==> config.mk <==
export PLATFORM = sky130hd
export DESIGN_NAME = servo_drv_multi
export DESIGN_NICKNAME = d
export VERILOG_FILES = /design/src/rtl/servo_drv_multi.sv
export SDC_FILE = /design/constraint.sdc
export NUM_CORES = 1
export LEC_CHECK = 0
export CORE_MARGIN = 2
export CORE_UTILIZATION = 35
export CTS_CLUSTER_SIZE = 40
export DETAILED_ROUTE_END_ITERATION = 16
export PLACE_DENSITY_LB_ADDON = 0.08
export SLEW_MARGIN = 20
export SYNTH_ARGS = -nofsm -noshare
export SYNTH_HDL_FRONTEND = slang
export SYNTH_SLANG_ARGS = --single-unit
==> constraint.sdc <==
create_clock -name clk -period 7.1 [get_ports clk]
set_input_delay 0.71 -clock clk [delete_from_list [all_inputs] [get_ports clk]]
set_output_delay 0.71 -clock clk [all_outputs]
set_load 0.01 [all_outputs]
==> src/rtl/servo_drv_multi.sv <==
// Multi-channel servo PWM driver: one shared frame counter, per-channel position to pulse-width
// mapping with optional per-frame slew limiting; targets and enables take effect at frame boundaries.
module servo_drv_multi #(
    parameter int NUM_CH    = 4,
    parameter int POS_W     = 8,
    parameter int CNT_W     = 20,
    parameter int FRAME_CNT = 240000,
    parameter int MIN_T     = 12000,
    parameter int STEP      = 47,
    parameter int SLEW      = 0,
    parameter int RST_POS   = 128,
    localparam int CH_W     = (NUM_CH > 1) ? $clog2(NUM_CH) : 1
) (
    input  logic              clk,
    input  logic              rst,
    input  logic              wr_en,
    input  logic [CH_W-1:0]   wr_ch,
    input  logic [POS_W-1:0]  wr_pos,
    input  logic [NUM_CH-1:0] ch_en,
    output logic [NUM_CH-1:0] srv_o,
    output logic              frm_o,
    output logic [NUM_CH-1:0] settled_o
);

    localparam logic [CNT_W-1:0] LAST_CNT = CNT_W'(FRAME_CNT - 1);
    localparam logic [POS_W-1:0] SLEW_P   = POS_W'(SLEW);
    localparam logic [POS_W-1:0] RST_P    = POS_W'(RST_POS);

    logic [CNT_W-1:0]  r_cnt;
    logic [CNT_W-1:0]  w_cntNext;
    logic              w_boundary;
    logic [NUM_CH-1:0] r_enQ;
    logic [POS_W-1:0]  r_tgt     [NUM_CH];
    logic [POS_W-1:0]  r_cur     [NUM_CH];
    logic [POS_W-1:0]  w_curNext [NUM_CH];
    logic [CNT_W-1:0]  w_onT     [NUM_CH];

    always_comb begin
        w_boundary = (r_cnt == LAST_CNT);
        w_cntNext  = w_boundary ? '0 : r_cnt + 1'b1;
    end

    // Next frame's position: jump to target, or move at most SLEW codes toward it.
    always_comb begin
        for (int i = 0; i < NUM_CH; i++) begin
            w_curNext[i] = r_tgt[i];
            if (SLEW != 0) begin
                if ((r_tgt[i] > r_cur[i]) && ((r_tgt[i] - r_cur[i]) > SLEW_P)) begin
                    w_curNext[i] = r_cur[i] + SLEW_P;
                end else if ((r_cur[i] > r_tgt[i]) && ((r_cur[i] - r_tgt[i]) > SLEW_P)) begin
                    w_curNext[i] = r_cur[i] - SLEW_P;
                end
            end
            w_onT[i] = CNT_W'(MIN_T) + CNT_W'(r_cur[i]) * CNT_W'(STEP);
        end
    end

    // frm_o is registered from cnt==0 so it lines up with the first high cycle of every pulse.
    always_ff @(posedge clk) begin
        if (rst) begin
            r_cnt     <= '0;
            r_enQ     <= '0;
            srv_o     <= '0;
            frm_o     <= 1'b0;
            settled_o <= '1;
            for (int i = 0; i < NUM_CH; i++) begin
                r_tgt[i] <= RST_P;
                r_cur[i] <= RST_P;
            end
        end else begin
            r_cnt <= w_cntNext;
            frm_o <= (r_cnt == '0);
            for (int i = 0; i < NUM_CH; i++) begin
                srv_o[i]     <= r_enQ[i] && (r_cnt < w_onT[i]);
                settled_o[i] <= (r_cur[i] == r_tgt[i]);
                if (w_boundary) begin
                    r_enQ[i] <= ch_en[i];
                    r_cur[i] <= w_curNext[i];
                end
                if (wr_en && (int'(wr_ch) == i)) begin
                    r_tgt[i] <= wr_pos;
                end
            end
        end
    end

endmodule

==> flow_metrics.py <==
metrics = {
    "sta": {
        "min_period_over_period_pct": 74.1,
        "min_period_ps": 5260,
        "max_slew_margin_pct": 45.7,
        "report.final.slew_viol_count": 0,
        "rsz0062_at_grt": "false",
        "tightest_slew_ps": 813,
        "final-setup-viol-count": 0,
        "clock_skew_ps": 6.66,
        "hold_viol": 0,
        "finalHoldWorstSlack_ps": 482,
        "maxClockFrequency_ghz": 0.190,
        "totalNegativeSetupSlack_ps": 0,
        "layout_setup_ws_ps": 1840,
    },
    "placement": {
        "post-place-ws_ps": 1810,
        "dpl-instance-area_um2": 10800,
        "portBuffers": 25,
        "post-place-cells": 1397,
        "hpwl_mm": 18.0,
        "gp_congestion": 0.756,
    },
    "global_route": {
        "grt_first_pass_wirelength_mm": 37.4,
        "use_met1_pct": 22.5,
        "first_global_vias": 6885,
        "gr-usage-met2_pct": 26.5,
        "grt_overflow": 0,
        "met3_usage_pct": 2.52,
        "grt.busiest_layer": "met2",
        "antenna_violations_before_repair": 1,
        "grt_start_max_net_pins": 50,
        "grtUsageTotal_pct": 15.9,
    },
    "status": {
        "outcome": "complete, no violations",
    },
    "critical_path": {
        "critical-path-top-delay-family": "adder cells",
        "worstSetupStartpointType": "flop",
        "cell_type_of_the_slowest_stage_on_the_worst_timing_path": "sky130_fd_sc_hd__fa_1",
        "critical_path.reg2reg.startpoint": "r_cur[0][4]",
        "r2r_end": "srv_o[0]",
        "regToRegSetupSlack_ps": 1840,
        "critical_path.endpoint_type": "flop",
        "cp.arrival_ps": 5500,
        "path_common_cell": "sky130_fd_sc_hd__fa_1",
        "critical_path_peak_fanout": 6,
        "crit_required_ps": 7340,
        "path_class": "flop to flop",
        "worstSetupStartpoint": "r_cur[0][4]",
        "critical-path-max-stage-delay_ps": 600,
        "reg2regPathDepth": 17,
        "path_buf_inv": 2,
        "crit_chain": "fa_1, fa_1, fa_1, inv_1, fa_1, inv_1, ha_1, nand3_1, o2111ai_1, a21o_1, a21oi_1, xor2_1, ha_1, nand2_1, or3_1, a2111oi_0, a21oi_1",
        "timing.critical_path.depth": 17,
        "cp-endpoint": "srv_o[0]",
    },
    "drt": {
        "final_antenna_net_count": 0,
        "detail_route.drc_violations": 0,
        "total_via_count_in_the_routed_design": 6691,
        "wl_mm": 23.1,
        "post_drt_wl_per_cell_um": 16.3,
        "routed_via_density": 4.74,
        "drt_first_pass_iters": 5,
        "detail_route.iter0.violations": 273,
    },
    "finish": {
        "design_area_um2": 11100,
        "instances_no_fill": 1413,
        "post_route_cells_drive_above_1_share_pct": 3.40,
        "antenna_diode_count": 0,
        "num-nets-final": 1299,
        "final_core_utilization_pct": 38.7,
        "area_growth_syn_to_layout_pct": 9.76,
    },
    "yosys": {
        "synth.net_count": 1268,
        "yosys_most_used_dff": "sky130_fd_sc_hd__edfxtp_1",
        "ys_seq_elements": 97,
        "synth_xor_area_share_pct": 7.48,
        "synth_compound_gate_area_share_pct": 7.71,
        "yosysTopAreaCell": "sky130_fd_sc_hd__ha_1",
        "synthAdderAreaFrac_pct": 38.6,
        "synth_edf_count": 64,
        "most_area_consuming_cells_after_synthesis": "sky130_fd_sc_hd__ha_1, sky130_fd_sc_hd__edfxtp_1, sky130_fd_sc_hd__fa_1",
        "largest_family_of_logic_cells_by_synthesized_area": "adder cells",
        "yosys-top-cells-count": "sky130_fd_sc_hd__ha_1, sky130_fd_sc_hd__inv_1, sky130_fd_sc_hd__fa_1",
        "synth.yosys.seq_area_share_pct": 25.6,
        "synth_area_per_cell_um2": 10.1,
        "asyncSetResetFlopFracSynth_pct": 0,
        "synth.distinct_cells": 54,
        "syn-cell-area_um2": 10100,
        "post_synth_mux_area_share_pct": 0,
        "netlist_instances": 993,
        "synth-simple-area-share_pct": 13.7,
        "post-synth-top-area-fraction_pct": 21.1,
        "synth.yosys.warnings": 0,
    },
    "floorplan": {
        "fp.dieArea_um2": 30200,
        "row_count": 62,
        "initial_core_util_pct": 35.3,
        "io_pins": 26,
        "core_region_area_um2": 28500,
        "height_of_the_die_um": 174,
        "die_w_um": 174,
    },
    "pwr": {
        "clock_power_share_pct": 21.8,
        "peak_vdd_ir_uv": 107,
        "switching_share_pct": 39.1,
        "power_density_nw_per_um2": 199,
        "combPwrFrac_pct": 48.4,
        "total_power_draw_mw": 2.20,
        "seqPwrFrac_pct": 29.7,
        "p_int_mw": 1.34,
        "p_sw_uw": 859,
        "leakagePower_nw": 5.06,
    },
    "clock_tree": {
        "root_buffer_selected_by_cts": "sky130_fd_sc_hd__clkbuf_16",
        "cts_inserted_buffers": 9,
        "number_of_hold_buffers_added_after_cts": 0,
        "clock_insertion_delay_worst_skew_ps": 350,
        "cts.reportedPaths.clkPinSlew_ps": 70,
        "post_cts_setup_bufs": 0,
        "cts.repair.resized": 0,
        "clock_sink_count": 97,
        "clock_tree.htree_level_count": 3,
        "clock_tree_from_tritoncts": "yes",
        "cts-root-to-sink-buffers": 2,
    },
    "worst_hold_path": {
        "holdCritPathClass": "flop to flop",
        "number_of_cells_on_the_worst_hold_path": 1,
    },
    "run": {
        "max-cap-violations": 0,
    },
}
-- power groups by stage --
stage / Combinational [mW] / Sequential, mW / Clock [mW]
2_1_floorplan: 0.840 / 0.658 / 0
3_3_place_gp: 1.08 / 0.667 / 0
3_5_place_dp: 1.07 / 0.668 / 0
4_1_cts: 1.08 / 0.655 / 0.502
5_1_grt: 1.25 / 0.659 / 0.517
6_report: 1.06 / 0.653 / 0.480
-- area by class of cell --
class,count,area [um2]
Inverter,171,642
Timing Repair Buffer,28,273
Sequential cell,97,2580
Clock inverter,7,51.3
Tap cell,384,480
Fill cell,2926,17500
Clock buffer,9,225
Multi-Input combinational cell,717,6800
-- worst register-to-register path, cell delays in order (launching register included) --
cell,delay (ps)
sky130_fd_sc_hd__edfxtp_1,540
sky130_fd_sc_hd__fa_1,600
sky130_fd_sc_hd__fa_1,440
sky130_fd_sc_hd__fa_1,540
sky130_fd_sc_hd__inv_1,50
sky130_fd_sc_hd__fa_1,490
sky130_fd_sc_hd__inv_1,40
sky130_fd_sc_hd__ha_1,360
sky130_fd_sc_hd__nand3_1,100
sky130_fd_sc_hd__o2111ai_1,320
sky130_fd_sc_hd__a21o_1,170
sky130_fd_sc_hd__a21oi_1,70
sky130_fd_sc_hd__xor2_1,150
sky130_fd_sc_hd__ha_1,300
sky130_fd_sc_hd__nand2_1,70
sky130_fd_sc_hd__or3_1,360
sky130_fd_sc_hd__a2111oi_0,430
sky130_fd_sc_hd__a21oi_1,120
-- sequential cells by signal, indices dropped and copies added (netlist names) --
signal	cells
frm_o	1
r_tgt	32
settled_o	4
r_cnt	20
r_enQ	4
r_cur	32
srv_o	4
-- cell usage in the layout (no fill, tap or decap), drive strengths merged, types with 5 or more instances in the layout --
master         Yosys  layout
nor2              47      47
and3               5       5
xnor2             30      30
inv              171     174
and2              57      57
a21oi             44      44
clkbuf             6       9
o2111ai            8       8
nand4              5       5
clkdlybuf4s50      0      25
dfxtp             33      33
nor3b              7       7
nor3              16      16
nor4               9       9
ha               170     170
nand3             30      30
a21o               7       7
a31oi              6       6
xor2              56      56
fa                88      88
nand2b            12      12
nand2             35      35
nor2b              5       5
or3                9       9
edfxtp            64      64
o21bai             6       6
o21ai             19      19
-- cells by family after synthesis --
kind of cell               count (synthesis)
AOI/OAI and AO/OA                        120
xor gates and xnor gates                  86
adders and majority gates                258
buffers and inverters                    179
DFF                                       97
and+or+nand+nor                          253
-- how the worst min path moves through the flow --
stage,startpoint,endpoint
after global placement,r_enQ[2],r_enQ[2]
after global routing,r_enQ[0],r_enQ[0]
after floorplan,r_enQ[0],r_enQ[0]
final,r_enQ[2],r_enQ[2]
after detailed placement,r_enQ[1],r_enQ[1]
after CTS,r_enQ[2],r_enQ[2]
-- per-layer routing --
metal / share of wire (%) / up-vias / routed length [um]
li1: - / 3408 / -
met1: 49 / 3207 / 11200
met2: 47 / 70 / 10800
met3: 4.2 / 6 / 959
met4: 0.38 / 0 / 87
met5: 0 / - / 0
No activity file was read; power rests on OpenSTA's default activity.
